**src/rtl/mem_access_if.sv**
```systemverilog
// Byte-wide data-memory port of the memory stage.
// Master issues byte beats, slave accepts them and returns read bytes.
interface mem_access_if #(
  parameter int ADDR_W = 64
);
  logic              valid;
  logic              we;
  logic [ADDR_W-1:0] addr;
  logic [7:0]        wbyte;
  logic [7:0]        rbyte;
  logic              ready;

  modport master (
    output valid, we, addr, wbyte,
    input  rbyte, ready
  );

  modport slave (
    input  valid, we, addr, wbyte,
    output rbyte, ready
  );
endinterface

```
**src/rtl/mem_access_unit.sv**
```systemverilog
// Memory-stage access controller: serialises 8- or 1-byte loads/stores
// into byte beats and stalls the pipeline until the access completes.
module mem_access_unit #(
  parameter int ADDR_W = 64,
  parameter int DATA_W = 64
) (
  input  logic              clk,
  input  logic              reset,
  input  logic              req_valid,
  input  logic              req_we,
  input  logic              req_re,
  input  logic [ADDR_W-1:0] req_addr,
  input  logic [DATA_W-1:0] req_wdata,
  input  logic [3:0]        req_size,
  output logic              stall,
  output logic              done,
  output logic [DATA_W-1:0] rdata,
  output logic              err,
  mem_access_if.master      mem
);

  localparam int NB = DATA_W / 8;
  localparam int CW = $clog2(NB);
  localparam logic [3:0] MAXSZ = 4'(NB);

  typedef enum logic [1:0] {
    IDLE,
    ACCESS,
    DONE
  } state_t;

  state_t            state;
  logic [CW-1:0]     cnt;
  logic [CW-1:0]     last;
  logic [DATA_W-1:0] wdata_q;
  logic [DATA_W-1:0] wsh;
  logic              act;
  logic              bad;
  logic              hs;

  assign act   = req_valid & (req_re | req_we);
  assign bad   = (req_re & req_we) |
                 ~((req_size == 4'd1) | (req_size == MAXSZ));
  assign hs    = mem.valid & mem.ready;
  assign wsh   = wdata_q >> 8;
  assign stall = act & ~done;

  always_ff @(posedge clk) begin
    if (reset) begin
      state     <= IDLE;
      cnt       <= '0;
      last      <= '0;
      wdata_q   <= '0;
      rdata     <= '0;
      done      <= 1'b0;
      err       <= 1'b0;
      mem.valid <= 1'b0;
      mem.we    <= 1'b0;
      mem.addr  <= '0;
      mem.wbyte <= '0;
    end else begin
      unique case (state)
        IDLE: begin
          unique case (1'b1)
            act & bad: begin
              state <= DONE;
              done  <= 1'b1;
              err   <= 1'b1;
            end
            act & ~bad: begin
              state     <= ACCESS;
              cnt       <= '0;
              last      <= (req_size == 4'd1) ? '0 : '1;
              wdata_q   <= req_wdata;
              mem.valid <= 1'b1;
              mem.we    <= req_we;
              mem.addr  <= req_addr;
              mem.wbyte <= req_wdata[7:0];
              if (req_re)
                rdata <= '0;
            end
            default: ;
          endcase
        end
        ACCESS: begin
          if (hs) begin
            if (!mem.we)
              rdata[{cnt, 3'b000} +: 8] <= mem.rbyte;
            if (cnt == last) begin
              state     <= DONE;
              done      <= 1'b1;
              mem.valid <= 1'b0;
              mem.we    <= 1'b0;
            end else begin
              cnt       <= cnt + CW'(1);
              mem.addr  <= mem.addr + ADDR_W'(1);
              wdata_q   <= wsh;
              mem.wbyte <= wsh[7:0];
            end
          end
        end
        DONE: begin
          state <= IDLE;
          done  <= 1'b0;
          err   <= 1'b0;
        end
        default: state <= IDLE;
      endcase
    end
  end

endmodule

```
**src/flat_wrapper.sv**
```systemverilog
// flat-port wrapper written by rule: the top's interface ports become plain ports
module mem_access_unit_flat 
#(
  parameter int ADDR_W = 64,
  parameter int DATA_W = 64
)
  (clk, reset, req_valid, req_we, req_re, req_addr, req_wdata, req_size, stall, done, rdata, err, mem_valid, mem_we, mem_addr, mem_wbyte, mem_rbyte, mem_ready);
  mem_access_if #(.ADDR_W(ADDR_W)) mem_i ();
  input  logic clk;
  input  logic reset;
  input  logic req_valid;
  input  logic req_we;
  input  logic req_re;
  input  logic [ADDR_W-1:0] req_addr;
  input  logic [DATA_W-1:0] req_wdata;
  input  logic [3:0] req_size;
  output logic stall;
  output logic done;
  output logic [DATA_W-1:0] rdata;
  output logic err;
  output wire logic [$bits(mem_i.valid)-1:0] mem_valid;
  output wire logic [$bits(mem_i.we)-1:0] mem_we;
  output wire logic [$bits(mem_i.addr)-1:0] mem_addr;
  output wire logic [$bits(mem_i.wbyte)-1:0] mem_wbyte;
  input wire logic [$bits(mem_i.rbyte)-1:0] mem_rbyte;
  input wire logic [$bits(mem_i.ready)-1:0] mem_ready;
  assign mem_valid = mem_i.valid;
  assign mem_we = mem_i.we;
  assign mem_addr = mem_i.addr;
  assign mem_wbyte = mem_i.wbyte;
  assign mem_i.rbyte = mem_rbyte;
  assign mem_i.ready = mem_ready;
  mem_access_unit #(.ADDR_W(ADDR_W), .DATA_W(DATA_W)) u_core (.clk(clk), .reset(reset), .req_valid(req_valid), .req_we(req_we), .req_re(req_re), .req_addr(req_addr), .req_wdata(req_wdata), .req_size(req_size), .stall(stall), .done(done), .rdata(rdata), .err(err), .mem(mem_i));
endmodule
```
**config.mk**
```make
export PLATFORM = sky130hd
export DESIGN_NAME = mem_access_unit_flat
export DESIGN_NICKNAME = d
export VERILOG_FILES = /design/src/rtl/mem_access_if.sv /design/src/rtl/mem_access_unit.sv /design/src/flat_wrapper.sv
export SDC_FILE = /design/constraint.sdc
export NUM_CORES = 1
export LEC_CHECK = 0
export ABC_AREA = 1
export BUFFER_PORTS_ARGS = -buffer_cell sky130_fd_sc_hd__buf_2
export CAP_MARGIN = 20
export CORE_ASPECT_RATIO = 0.5
export CORE_UTILIZATION = 25
export CTS_BUF_LIST = sky130_fd_sc_hd__clkbuf_4 sky130_fd_sc_hd__clkbuf_8
export DETAILED_ROUTE_END_ITERATION = 10
export PLACE_DENSITY = 0.49
export SLEW_MARGIN = 0
export SYNTH_ARGS = -nofsm -noshare
export SYNTH_HDL_FRONTEND = slang
export SYNTH_SLANG_ARGS = --single-unit
```
**constraint.sdc**
```tcl
create_clock -name clk -period 1.9 [get_ports clk]
set_input_delay 0 -clock clk [delete_from_list [all_inputs] [get_ports clk]]
set_output_delay 0 -clock clk [all_outputs]
set_load 0.1 [all_outputs]
```
==> impl_metrics.yaml <==
sta:
  slew_viol_final: 0
  post-route-period-util_pct: 96.1
  hold_viol_final: 0
  max_freq_mhz: 548
  finalSetupTns_ps: 0
  whs_ps: 41.5
  finClkSkew_ps: 27.3
  worst_slew_pin_slew_ps: 832
  fin_crit_ps: 1830
  max-slew-margin-rel_pct: 44.5
  rsz0062_at_grt: "true"
  setup_viol: 0
  setup_slack_ps: 74.5
global_routing:
  grt_usage_pct: 19.0
  grt_pass1_wl_um: 71200
  antenna_found_initial: 1
  grt_pass1_vias: 13200
  use_met1_pct: 23.0
  grt_max_degree: 168
  grt-ovfl-total: 0
  met3_usage_pct: 3.05
  top_usage_layer: "met2"
  met2_usage_pct: 34.2
placement:
  post-place-ws_ps: -67.4
  post-dp-hpwl_um: 33100
  portBuffers: 286
  globalplace.congestion: 0.901
yosys:
  synth-main-ff-cell: "dfxtp_1"
  postSynth.asyncResetShare_pct: 0
  yosys_warnings: 0
  ys_seq_elements: 202
  synthTopCellsByCount: "755 x nand2_1, 251 x nor2_1, 202 x dfxtp_1"
  synth_most_common_cell: "nand2_1"
  syn_inst: 1880
  syn_nets: 2036
  synth.area.mux_share_pct: 0
  seq_area_frac_synth_pct: 35.1
  syn_area_um2: 11500
  yosysUniqueCellTypes: 38
  yosys.area_share.simple_pct: 42.8
  synth_compound_area_share_pct: 12.2
  synth_top_area_share_pct: 35.1
  syn_area_per_cell_um2: 6.13
  synthTopCellsByArea: "dfxtp_1 35%, nand2_1 25%, a21oi_1 8.2%"
  synthAdderAreaFrac_pct: 1.09
  synth_top_area_cell: "dfxtp_1"
  synth-edff-count: 0
  synth_xor_area_share_pct: 0.304
  synth_top_family_by_area: "simple AND/OR/NAND/NOR gates"
min_path:
  worst_hold_startpoint: "req_valid"
  worstHoldPathCells: 6
  min_to: "u_core.err"
  hold_class: "in2reg"
routing:
  wire_per_inst_um: 15.6
  drc_errors: 0
  wl_um: 46800
  vias_per_cell: 4.58
  ant_nets: 0
  vias: 13700
  first_iter_violations: 803
  drt_first_pass_iters: 7
clock_network:
  clk_pin_slew_ps: 70
  cts_tree: "yes"
  clockRootBuffer: "clkbuf_8"
  clk_path_buf_depth: 3
  htreeDepth: 2
  clk_latency_ps: 580
  cts_sinks: 202
  numCtsBuffers: 34
worst_setup_path:
  reg2reg_from: "u_core.mem.addr[5]"
  cp.depth: 10
  reg2reg_depth: 10
  cp_max_fo: 6
  path_buf_inv: 1
  cp_top_family: "simple AND/OR/NAND/NOR gates"
  crit_type: "reg2reg"
  path_cells: "nand2_1 > nor2_1 > nand2_4 > nor2_4 > buf_4 > nand3_1 > nand2_1 > nand3_1 > nand2_1 > a21oi_1"
  cp.required_ps: 2310
  critPathSlowestCell: "dfxtp_2"
  critPathArrivalTime_ps: 2240
  cpMostUsedCell: "nand2_1"
  rrSetupSlack_ps: 70
  endpoint_kind: "flip-flop"
  slowest_delay_ps: 370
  worstSetupStartpointType: "flip-flop"
  r2r_end: "u_core.mem.addr[48]"
floorplanning:
  die_h_um: 154
  core_region_area_um2: 45300
  io_pins: 287
  die_w_um: 306
  num_rows: 55
  die-area_um2: 47000
  start_util_pct: 25.4
final_layout:
  nNetsFinal: 2527
  fill_cells: 4878
  areaGrowthSynthToFinish_pct: 46.6
  drive_gt1_share_pct: 26.2
  fin_util_pct: 37.2
pwr:
  leakage_uw: 0.00708
  p_total_uw: 13600
  p_per_area_nw_per_um2: 807
  peakVddDrop_uv: 386
job:
  cap_violations: 0
run_status:
  outcome: "complete, no violations"
cells by family (layout without fill, tap and decap cells):
family | after synthesis | after routing
buffers and inverters | 204 | 719
and+or+nand+nor | 1193 | 1193
xor gates and xnor gates | 4 | 4
AOI/OAI and AO/OA | 267 | 267
other | 0 | 1
DFF | 202 | 202
adders and majority gates | 10 | 10
report_power, final:
group	internal (uW)	switching, uW	total [uW]	leakage (uW)
sequential	4590	342	4930	0.00167
combinational	1350	2970	4320	0.00502
clock	2290	2100	4390	0.000390
metrics by stage:
step | cells | area, um2
detailed placement | 2774 | 14300
CTS | 2976 | 16400
floorplan | 1880 | 11600
global route | 2994 | 16900
finish | 2994 | 16900
global placement | 2774 | 14300
worst max path at each step:
stage | start | endpoint | slack [ps]
floorplan | u_core.mem.addr[5] | u_core.mem.addr[40] | -0.5
global placement | u_core.state[1] | u_core.mem.addr[35] | -0.2
detailed placement | u_core.state[1] | u_core.mem.addr[57] | -70
CTS | u_core.state[1] | u_core.rdata[44] | 7
global route | u_core.mem.addr[1] | u_core.mem.addr[37] | -30
finish | u_core.mem.addr[5] | u_core.mem.addr[48] | 70
timing repair:
action                                 in CTS  in global routing
pin swaps                                   1                 19
endpoints found under the hold margin     198                  0
setup buffers                               0                 12
gates resized for setup                     1                 73
setup endpoints to repair                  30                178
hold buffers                              142                  0
gates cloned                                0                  5
per-layer routing:
metal,wire length [um],up-vias
met2,23400,283
met3,1770,81
met4,1350,0
met5,0,-
li1,-,7048
met1,20300,6294
final cells by class:
cell class	instances	area (um2)	share of cell area, %
timing repair buffer	560	4180	24.8
inverter	99	382	2.26
sequential	202	4150	24.6
antenna	1	2.50	0.0148
clock inverter	11	100	0.593
multi-input combinational	1474	6700	39.7
tap	598	748	4.43
clock buffer	49	624	3.70
placed cells by master, fill, tap and decap left out, types with 5 or more instances in the layout:
cell type	instances
o21ai_1	8
nor2_1	232
o21bai_1	5
dlygate4sd3_1	142
nand2_1	741
o22ai_1	10
inv_2	6
a31oi_1	8
inv_1	89
dfxtp_2	59
o21ai_0	40
clkbuf_8	41
nor2_2	20
buf_4	104
dfxtp_1	135
dfxtp_4	8
nand3_1	66
a21oi_1	187
buf_2	285
clkinv_2	6
clkbuf_4	8
ha_4	5
buf_6	7
nor2_4	9
ha_1	5
nand4_1	91
nand2_4	5
nand2_2	19
buf_12	16
sequential cells by signal, indices dropped and copies added, names as in the netlist:
name / flops
u_core.last: 1
u_core.cnt: 3
u_core.done: 1
u_core.wdata_q: 64
u_core.mem.addr: 64
u_core.err: 1
u_core.mem.we: 1
u_core.mem.valid: 1
u_core.state: 2
u_core.rdata: 64
tightest hold or removal path, stage by stage:
cell	delay (ps)
buf_2	70
o21a_1	140
buf_4	140
nand2_1	60
nand2_1	70
a21oi_1	60
No activity file was read; power rests on OpenSTA's default activity.
